===== src/rtl/decode_cycle.sv =====
// RV32I decode stage: 32x32 register file with write-back bypass, immediate and
// control decode, load-use stall detection and the D/E pipeline register.
module decode_cycle #(
  parameter bit WB_BYPASS      = 1'b1,
  parameter bit NOP_ON_ILLEGAL = 1'b1
) (
  input  logic        clk_i,
  input  logic        asynch_rst,
  input  logic [31:0] instr_D,
  input  logic [31:0] pc_D,
  input  logic        is_taken_E,
  input  logic        rd_wren_W,
  input  logic [4:0]  rd_addr_W,
  input  logic [31:0] rd_data_W,
  output logic        stall,
  output logic        valid_E,
  output logic [31:0] pc_E,
  output logic [31:0] rs1_data_E,
  output logic [31:0] rs2_data_E,
  output logic [31:0] imm_E,
  output logic [4:0]  rs1_addr_E,
  output logic [4:0]  rs2_addr_E,
  output logic [4:0]  rd_addr_E,
  output logic [15:0] ctrl_E,
  output logic        illegal_E
);

  typedef enum logic [6:0] {
    OPC_LUI    = 7'b0110111,
    OPC_AUIPC  = 7'b0010111,
    OPC_JAL    = 7'b1101111,
    OPC_JALR   = 7'b1100111,
    OPC_BRANCH = 7'b1100011,
    OPC_LOAD   = 7'b0000011,
    OPC_STORE  = 7'b0100011,
    OPC_OPIMM  = 7'b0010011,
    OPC_OP     = 7'b0110011
  } opcode_e;

  typedef enum logic [3:0] {
    ALU_ADD, ALU_SUB, ALU_SLL, ALU_SLT, ALU_SLTU, ALU_XOR,
    ALU_SRL, ALU_SRA, ALU_OR, ALU_AND, ALU_PASSB
  } alu_op_e;

  logic [31:0] regs [32];

  opcode_e     opcode;
  logic [2:0]  funct3;
  logic [4:0]  rs1_idx, rs2_idx, rd_idx;
  logic [31:0] imm_i, imm_s, imm_b, imm_u, imm_j;

  logic        reg_wren, mem_read, mem_write, branch, jump, alu_src_imm, op_a_pc;
  logic        uses_rs1, uses_rs2, known;
  logic [1:0]  wb_sel;
  alu_op_e     alu_op, alu_arith;
  logic [2:0]  ctrl_funct3;
  logic [31:0] imm;
  logic [15:0] ctrl;
  logic [31:0] rs1_val, rs2_val;
  logic        instr_zero, illegal, load_use;

  assign opcode  = opcode_e'(instr_D[6:0]);
  assign funct3  = instr_D[14:12];
  assign rs1_idx = instr_D[19:15];
  assign rs2_idx = instr_D[24:20];
  assign rd_idx  = instr_D[11:7];

  assign imm_i = {{20{instr_D[31]}}, instr_D[31:20]};
  assign imm_s = {{20{instr_D[31]}}, instr_D[31:25], instr_D[11:7]};
  assign imm_b = {{19{instr_D[31]}}, instr_D[31], instr_D[7], instr_D[30:25], instr_D[11:8], 1'b0};
  assign imm_u = {instr_D[31:12], 12'h000};
  assign imm_j = {{11{instr_D[31]}}, instr_D[31], instr_D[19:12], instr_D[20], instr_D[30:21], 1'b0};

  // instr[30] selects SUB only for register-register ops; ADDI reuses that bit as immediate
  always_comb begin
    alu_arith = ALU_ADD;
    case (funct3)
      3'b000: alu_arith = (opcode == OPC_OP && instr_D[30]) ? ALU_SUB : ALU_ADD;
      3'b001: alu_arith = ALU_SLL;
      3'b010: alu_arith = ALU_SLT;
      3'b011: alu_arith = ALU_SLTU;
      3'b100: alu_arith = ALU_XOR;
      3'b101: alu_arith = instr_D[30] ? ALU_SRA : ALU_SRL;
      3'b110: alu_arith = ALU_OR;
      default: alu_arith = ALU_AND;
    endcase
  end

  always_comb begin
    reg_wren    = 1'b0;
    mem_read    = 1'b0;
    mem_write   = 1'b0;
    branch      = 1'b0;
    jump        = 1'b0;
    alu_src_imm = 1'b0;
    op_a_pc     = 1'b0;
    wb_sel      = 2'd0;
    alu_op      = ALU_ADD;
    ctrl_funct3 = 3'd0;
    uses_rs1    = 1'b0;
    uses_rs2    = 1'b0;
    known       = 1'b1;
    imm         = '0;
    case (opcode)
      OPC_LUI: begin
        reg_wren = 1'b1; alu_src_imm = 1'b1; alu_op = ALU_PASSB; imm = imm_u;
      end
      OPC_AUIPC: begin
        reg_wren = 1'b1; alu_src_imm = 1'b1; op_a_pc = 1'b1; imm = imm_u;
      end
      OPC_JAL: begin
        reg_wren = 1'b1; jump = 1'b1; alu_src_imm = 1'b1; op_a_pc = 1'b1;
        wb_sel = 2'd2; imm = imm_j;
      end
      OPC_JALR: begin
        reg_wren = 1'b1; jump = 1'b1; alu_src_imm = 1'b1; wb_sel = 2'd2;
        uses_rs1 = 1'b1; ctrl_funct3 = funct3; imm = imm_i;
      end
      OPC_BRANCH: begin
        branch = 1'b1; uses_rs1 = 1'b1; uses_rs2 = 1'b1; alu_op = ALU_SUB;
        ctrl_funct3 = funct3; imm = imm_b;
      end
      OPC_LOAD: begin
        reg_wren = 1'b1; mem_read = 1'b1; alu_src_imm = 1'b1; wb_sel = 2'd1;
        uses_rs1 = 1'b1; ctrl_funct3 = funct3; imm = imm_i;
      end
      OPC_STORE: begin
        mem_write = 1'b1; alu_src_imm = 1'b1; uses_rs1 = 1'b1; uses_rs2 = 1'b1;
        ctrl_funct3 = funct3; imm = imm_s;
      end
      OPC_OPIMM: begin
        reg_wren = 1'b1; alu_src_imm = 1'b1; uses_rs1 = 1'b1; alu_op = alu_arith;
        ctrl_funct3 = funct3; imm = imm_i;
      end
      OPC_OP: begin
        reg_wren = 1'b1; uses_rs1 = 1'b1; uses_rs2 = 1'b1; alu_op = alu_arith;
        ctrl_funct3 = funct3;
      end
      default: known = 1'b0;
    endcase
  end

  assign ctrl = {ctrl_funct3, alu_op, wb_sel, op_a_pc, alu_src_imm, jump, branch,
                 mem_write, mem_read, reg_wren};

  // Same-edge write-back is visible to the decode read through the bypass
  always_comb begin
    rs1_val = regs[rs1_idx];
    rs2_val = regs[rs2_idx];
    if (WB_BYPASS && rd_wren_W && rd_addr_W == rs1_idx) rs1_val = rd_data_W;
    if (WB_BYPASS && rd_wren_W && rd_addr_W == rs2_idx) rs2_val = rd_data_W;
    if (rs1_idx == 5'd0) rs1_val = '0;
    if (rs2_idx == 5'd0) rs2_val = '0;
  end

  assign instr_zero = (instr_D == 32'd0);
  assign illegal    = !known && !instr_zero;

  assign load_use = valid_E && ctrl_E[1] && (rd_addr_E != 5'd0) &&
                    ((uses_rs1 && rs1_idx == rd_addr_E) || (uses_rs2 && rs2_idx == rd_addr_E));
  assign stall    = load_use && !is_taken_E;

  always_ff @(posedge clk_i or negedge asynch_rst) begin
    if (!asynch_rst) begin
      for (int i = 0; i < 32; i++) regs[i] <= '0;
    end else if (rd_wren_W && rd_addr_W != 5'd0) begin
      regs[rd_addr_W] <= rd_data_W;
    end
  end

  always_ff @(posedge clk_i or negedge asynch_rst) begin
    if (!asynch_rst) begin
      valid_E    <= 1'b0;
      pc_E       <= '0;
      rs1_data_E <= '0;
      rs2_data_E <= '0;
      imm_E      <= '0;
      rs1_addr_E <= '0;
      rs2_addr_E <= '0;
      rd_addr_E  <= '0;
      ctrl_E     <= '0;
      illegal_E  <= 1'b0;
    end else if (is_taken_E || stall || instr_zero || (illegal && NOP_ON_ILLEGAL)) begin
      valid_E    <= 1'b0;
      pc_E       <= '0;
      rs1_data_E <= '0;
      rs2_data_E <= '0;
      imm_E      <= '0;
      rs1_addr_E <= '0;
      rs2_addr_E <= '0;
      rd_addr_E  <= '0;
      ctrl_E     <= '0;
      illegal_E  <= illegal && !is_taken_E && !stall;
    end else begin
      valid_E    <= 1'b1;
      pc_E       <= pc_D;
      rs1_data_E <= uses_rs1 ? rs1_val : 32'd0;
      rs2_data_E <= uses_rs2 ? rs2_val : 32'd0;
      imm_E      <= imm;
      rs1_addr_E <= uses_rs1 ? rs1_idx : 5'd0;
      rs2_addr_E <= uses_rs2 ? rs2_idx : 5'd0;
      rd_addr_E  <= reg_wren ? rd_idx : 5'd0;
      ctrl_E     <= ctrl;
      illegal_E  <= illegal;
    end
  end

endmodule


===== config.mk =====
export PLATFORM = sky130hd
export DESIGN_NAME = decode_cycle
export DESIGN_NICKNAME = d
export VERILOG_FILES = /design/src/rtl/decode_cycle.sv
export SDC_FILE = /design/constraint.sdc
export NUM_CORES = 2
export LEC_CHECK = 0
export CORE_MARGIN = 2
export CORE_UTILIZATION = 60
export CTS_CLUSTER_DIAMETER = 60
export DETAILED_ROUTE_END_ITERATION = 10
export DONT_BUFFER_PORTS = 1
export GPL_ROUTABILITY_DRIVEN = 0
export GPL_TIMING_DRIVEN = 1
export PLACE_DENSITY = 0.76
export SLEW_MARGIN = 0
export SYNTH_ARGS = -nofsm -noshare
export SYNTH_HDL_FRONTEND = slang
export SYNTH_SLANG_ARGS = --single-unit

===== constraint.sdc =====
create_clock -name clk_i -period 5.03 [get_ports clk_i]
set_input_delay 0.2515 -clock clk_i [delete_from_list [all_inputs] [get_ports clk_i]]
set_output_delay 0.2515 -clock clk_i [all_outputs]
set_load 0.01 [all_outputs]

## Word-level counts from Yosys, hierarchy flattened

Index checks and enable logic that the tools add are counted.

- Order comparisons: 4
- Reduce and logical (&&, ||, !) cells: 38
- Eq/ne operators: 19
- Bitwise operators: 3
- Multiplexer cells: 45

Operators with widths:

| kind | count |
|---|---|
| $bwmux 1024 | 1 |
| $mux 32 | 15 |
| $bmux 32 s5 | 2 |
| $demux 32 s5 | 1 |
| $pmux 32 s5 | 1 |
| $logic_not 32->1 | 1 |
| $mux 5 | 6 |
| $pmux 4 s7 | 1 |
| $eq 7x6->1 const B | 3 |
| $eq 7x7->1 const B | 3 |
| $eq 5x5->1 | 4 |
| $ge 6x6->1 const B | 3 |
| $not 5->6 | 3 |
| $mux 16 | 1 |
| $eq 7x5->1 const B | 2 |
| $logic_and 1x1->1 | 14 |
| $mux 1 | 14 |
| $reduce_or 7->1 | 2 |
| $pmux 4 s3 | 1 |
| $logic_not 5->1 | 2 |
| $reduce_bool 5->1 | 2 |
| $eq 3x3->1 const B | 3 |
| $reduce_or 9->1 | 1 |
| $reduce_or 2->1 | 4 |
| other kinds (11) | 19 |

- Output and inout port bits: 162
- Input bits: 105
- Register bits after elaboration: 1185

## Longest topological paths before layout

- Depth after elaboration: 11
- Mapped depth: 9
- Mapped depth without buffers: 5

## Worst setup path before layout

OpenSTA, ideal clock, no wires.

- Kind: input port to flip-flop
- Start point: in instr_D[20]
- End point: reg rs2_data_E[16]
- Data required time: 4.894 ns
- Path buffers: 3
- Arrival time: 1.766 ns
- Path slack: 3.128 ns
- Stages on the path: 8
- Cell sequence: buf_4 buf_4 buf_2 mux4_2 a22oi_1 nand2_1 o22ai_1 nor4_2

- Word-level cells in the longest chain between the ends: 9
- Elaborated cells on any way between the ends: 22

RTL lines:

| what | RTL line | RTL |
|---|---|---|
| start: declaration | 9 | `input logic [31:0] instr_D,` |
| branches (longest 8 deep; another with $bmux 32 s5) | -- |  |
| $mux 32 * | 183 | `end else if (is_taken_E \|\| stall \|\| instr_zero \|\| (illegal && NOP_ON_ILLEGAL)) begin` |
| end signal: assignment | 198 | `rs2_data_E <= uses_rs2 ? rs2_val : 32'd0;` |
| end: declaration | 19 | `output logic [31:0] rs2_data_E,` |

Mark *: on every way between the ends. The select of a mux whose other input is x is not followed.
A chain may end at the register's enable or synchronous reset.

## Worst setup path after layout

- Start point: in instr_D[6]
- End point: reg rs1_data_E[29]

- Word-level cells in the longest chain between the ends: 11
- Elaborated cells on any way between the ends: 29

RTL lines:

| what | RTL line | RTL |
|---|---|---|
| $eq 7x6->1 (tied with other cells) | 104 | `case (opcode)` |
| $reduce_or 6->1 (no line) or $reduce_or 3->1 (tied branches) | -- |  |
| $mux 1 | 104 |  |
| $logic_and 1x1->1 | 160 | `((uses_rs1 && rs1_idx == rd_addr_E) \|\| (uses_rs2 && rs2_idx == rd_addr_E));` |
| $logic_or 1x1->1 | 160 |  |
| $logic_and 1x1->1 | 159 | `assign load_use = valid_E && ctrl_E[1] && (rd_addr_E != 5'd0) &&` |
| $logic_and 1x1->1 | 161 | `assign stall = load_use && !is_taken_E;` |
| $logic_or 1x1->1 (3 in a row) | 183 |  |
| $mux 32 * | 183 |  |
| end signal: assignment | 197 | `rs1_data_E <= uses_rs1 ? rs1_val : 32'd0;` |
| end: declaration | 18 | `output logic [31:0] rs1_data_E,` |

Every way passes the cells marked *; elsewhere a longest branch is shown, timed or not.

==> impl_metrics.json <==
{
  "endpoint_kind": "flop",
  "syn_area_mm2": 0.0606,
  "track_usage_pct": 36.4,
  "r2r_start": "rd_addr_E[0]$_DFF_PN0_",
  "async_flop_share_pct": 100,
  "synth_area_leaders": "dfrtp_1, mux2_2, mux4_2",
  "synthAdderAreaFrac_pct": 0,
  "ir_drop_mv": 0.354,
  "crit_required_ps": 5670,
  "initial_core_util_pct": 60.5,
  "placed_area_mm2": 0.0607,
  "htreeDepth": 4,
  "nets": 4208,
  "final_antenna_net_count": 0,
  "slew_headroom_pct": 11.3,
  "synth_top_family_by_area": "multiplexers",
  "ys_ff_latch": 1184,
  "synth_compound_area_share_pct": 4.71,
  "cp-endpoint": "rs1_data_E[29]$_DFF_PN0_",
  "grt_overflow_total": 0,
  "final-seq-area_mm2": 0.0296,
  "synthFlopType": "dfrtp_1",
  "synth_edf_count": 0,
  "drt_iter0_drc": 6042,
  "area_delta_synth_final_pct": 9.86,
  "postCtsSetupBuffers": 0,
  "die-area_mm2": 0.104,
  "synth_simple_gate_area_share_pct": 4.76,
  "p_sw_mw": 6.87,
  "worst-r2r-setup-slack_ps": 1280,
  "cts_sinks": 1184,
  "multi_input_area_mm2": 0.0289,
  "reg2reg_depth": 8,
  "fmax_mhz": 244,
  "netSwitchingFraction_pct": 25.8,
  "period_minus_slack_ps": 4110,
  "clkSlewWorstSetupHoldPaths_ps": 60,
  "critPathKind": "in2reg",
  "vias_per_cell": 7.44,
  "io-pin-count": 267,
  "grt_max_degree": 1185,
  "placementRows": 116,
  "r2r-end": "rs1_data_E[29]$_DFF_PN0_",
  "ys_seq_area_share_pct": 48.9,
  "cts_tree": "done",
  "rsz0062_at_grt": "false",
  "yosys.area_share.xor_xnor_pct": 0.289,
  "root_buffer": "clkbuf_16",
  "postLayoutCoreUtil_pct": 66.5,
  "synth_top_area_cell": "dfrtp_1",
  "p_comb_share_pct": 17.1,
  "place_hpwl_mm": 99.1,
  "design_area_mm2": 0.0666,
  "cp_max_fo": 35,
  "yosys_warnings": 0,
  "port_buffers": 0,
  "hold_path.class": "in2reg",
  "status": "finished clean",
  "leakagePower_nw": 28.6,
  "arrival_ps": 4750,
  "fill_cells": 6899,
  "postSynthAreaPerCell_um2": 14.2,
  "timing.final.crit_share_pct": 81.6,
  "drt_wl_total_mm": 189,
  "antenna_found_initial": 7,
  "p_int_mw": 19.7,
  "cts_buffers": 130,
  "stdcell_count": 5497,
  "clk_latency_ps": 760,
  "seqPwrFrac_pct": 46.2,
  "final_common_cell": "mux2_2",
  "muxShareOfSynthArea_pct": 37.5,
  "grt_pass1_vias": 40900,
  "num_vias": 40900,
  "skew_ps": 29.6,
  "hold-worst-slack_ps": 18.1,
  "firstDrtPassIters": 8,
  "core-area_mm2": 0.100,
  "syn_inst": 4254,
  "most-common-layout-cells": "mux2_2, dfrtp_1, mux4_2, o22ai_1, nand2_1",
  "clockBufferDepth": 3,
  "worst_setup_path_start_kind": "input port",
  "maxSlewViolCount": 0,
  "crit_start": "instr_D[6]",
  "synth.net_count": 4359,
  "synth_top_area_share_pct": 48.9,
  "final_hold_viol_count": 0,
  "ctsResizeCount": 0,
  "die_w_um": 322,
  "power_frac_clock_pct": 36.8,
  "tns_ps": 0,
  "drive_above_1_share_pct": 47.0,
  "dieHeight_um": 322,
  "power_density_mw_per_mm2": 400,
  "maxCapViolCount": 0,
  "grt_pass1_wl_mm": 276,
  "setup_viol": 0,
  "dp_cells": 5133,
  "tightest_slew_ps": 1330,
  "drc": 0,
  "wl_per_cell_um": 34.3,
  "synth_cell_types": 67
}
## per-layer routing
metal	track usage (%)	vias to the layer above	routed length, µm
met3	11.9	637	22800
li1	-	16000	-
met1	50.3	21600	72100
met4	16.2	10	9370
met5	0	-	61
met2	52.9	2667	84400
## cells by family (layout without fill, tap and decap cells)
family	count (synthesis)	count (layout)
AND/OR/NAND/NOR	521	521
AO/OA/AOI/OAI	407	407
other	0	1
buffers and inverters	494	438
multiplexers	1628	1628
flip-flops	1184	1184
XOR/XNOR	20	20
## worst max-delay path, stage by stage
cell           delay, ps
dlygate4sd3_1        670
nor2_1               190
dlygate4sd3_1        660
o21a_4               210
o2111ai_2            240
o21bai_4             540
buf_4                650
buf_4                540
a211oi_1             100
dlygate4sd3_1        600
## Yosys cell counts (37+ instances only)
| cell type | count |
|---|---|
| mux2_2 | 1236 |
| dfrtp_1 | 1184 |
| mux4_2 | 390 |
| clkbuf_1 | 200 |
| buf_2 | 158 |
| nand2_1 | 158 |
| o22ai_1 | 157 |
| a22oi_1 | 134 |
| nor4_1 | 75 |
| buf_1 | 61 |
| buf_4 | 50 |
| nor3_1 | 49 |
| nand3_1 | 37 |
## through the flow
step / power, mW / setup slack, ps
2_1_floorplan: 15.7 / 3130
3_3_place_gp: 16.2 / 2030
3_5_place_dp: 16.4 / 2020
4_1_cts: 26.3 / 1240
5_1_grt: 27.5 / 886
6_report: 26.6 / 924
## worst min-delay path by stage
stage / start / to / slack [ps] / cells past startpoint
after CTS: asynch_rst / regs[330]$_DFFE_PN0P_ / -760 / 0
after floorplan: asynch_rst / ctrl_E[0]$_DFF_PN0_ / -40 / 0
final: instr_D[25] / ctrl_E[0]$_DFF_PN0_ / 20 / 4
after global placement: asynch_rst / regs[970]$_DFFE_PN0P_ / 30 / 0
after detailed placement: asynch_rst / regs[970]$_DFFE_PN0P_ / 30 / 0
after global routing: instr_D[15] / imm_E[15]$_DFF_PN0_ / 20 / 3
## repair_timing
item,CTS,global route
hold buffers,128,2
endpoints found under the hold margin,2335,246
endpoints found under the setup margin,0,0
## cell type report
class	count	area share [%]
Clock inverter	44	0.850
Timing Repair Buffer	199	3.04
Sequential cell	1184	44.5
Inverter	12	0.0677
Antenna cell	1	0.00376
Clock buffer	183	5.68
Multi-Input combinational cell	2576	43.4
Tap cell	1298	2.44
## state kept, by name, summed over array words and instances, names as in the netlist
name,count
rs1_data_E,32
rd_addr_E,5
rs2_addr_E,5
rs1_addr_E,5
pc_E,32
rs2_data_E,32
valid_E,1
illegal_E,1
ctrl_E,15
regs,1024
imm_E,32
## power by group through the flow
stage | combinational (mW) | sequential [mW] | clock [mW]
after detailed placement | 4.03 | 12.4 | 0
final | 4.54 | 12.3 | 9.79
after floorplan | 3.73 | 12.0 | 0
after CTS | 4.28 | 12.2 | 9.83
after global placement | 3.91 | 12.3 | 0
after global routing | 4.81 | 12.4 | 10.3
Power figures use the tool's default switching activity.
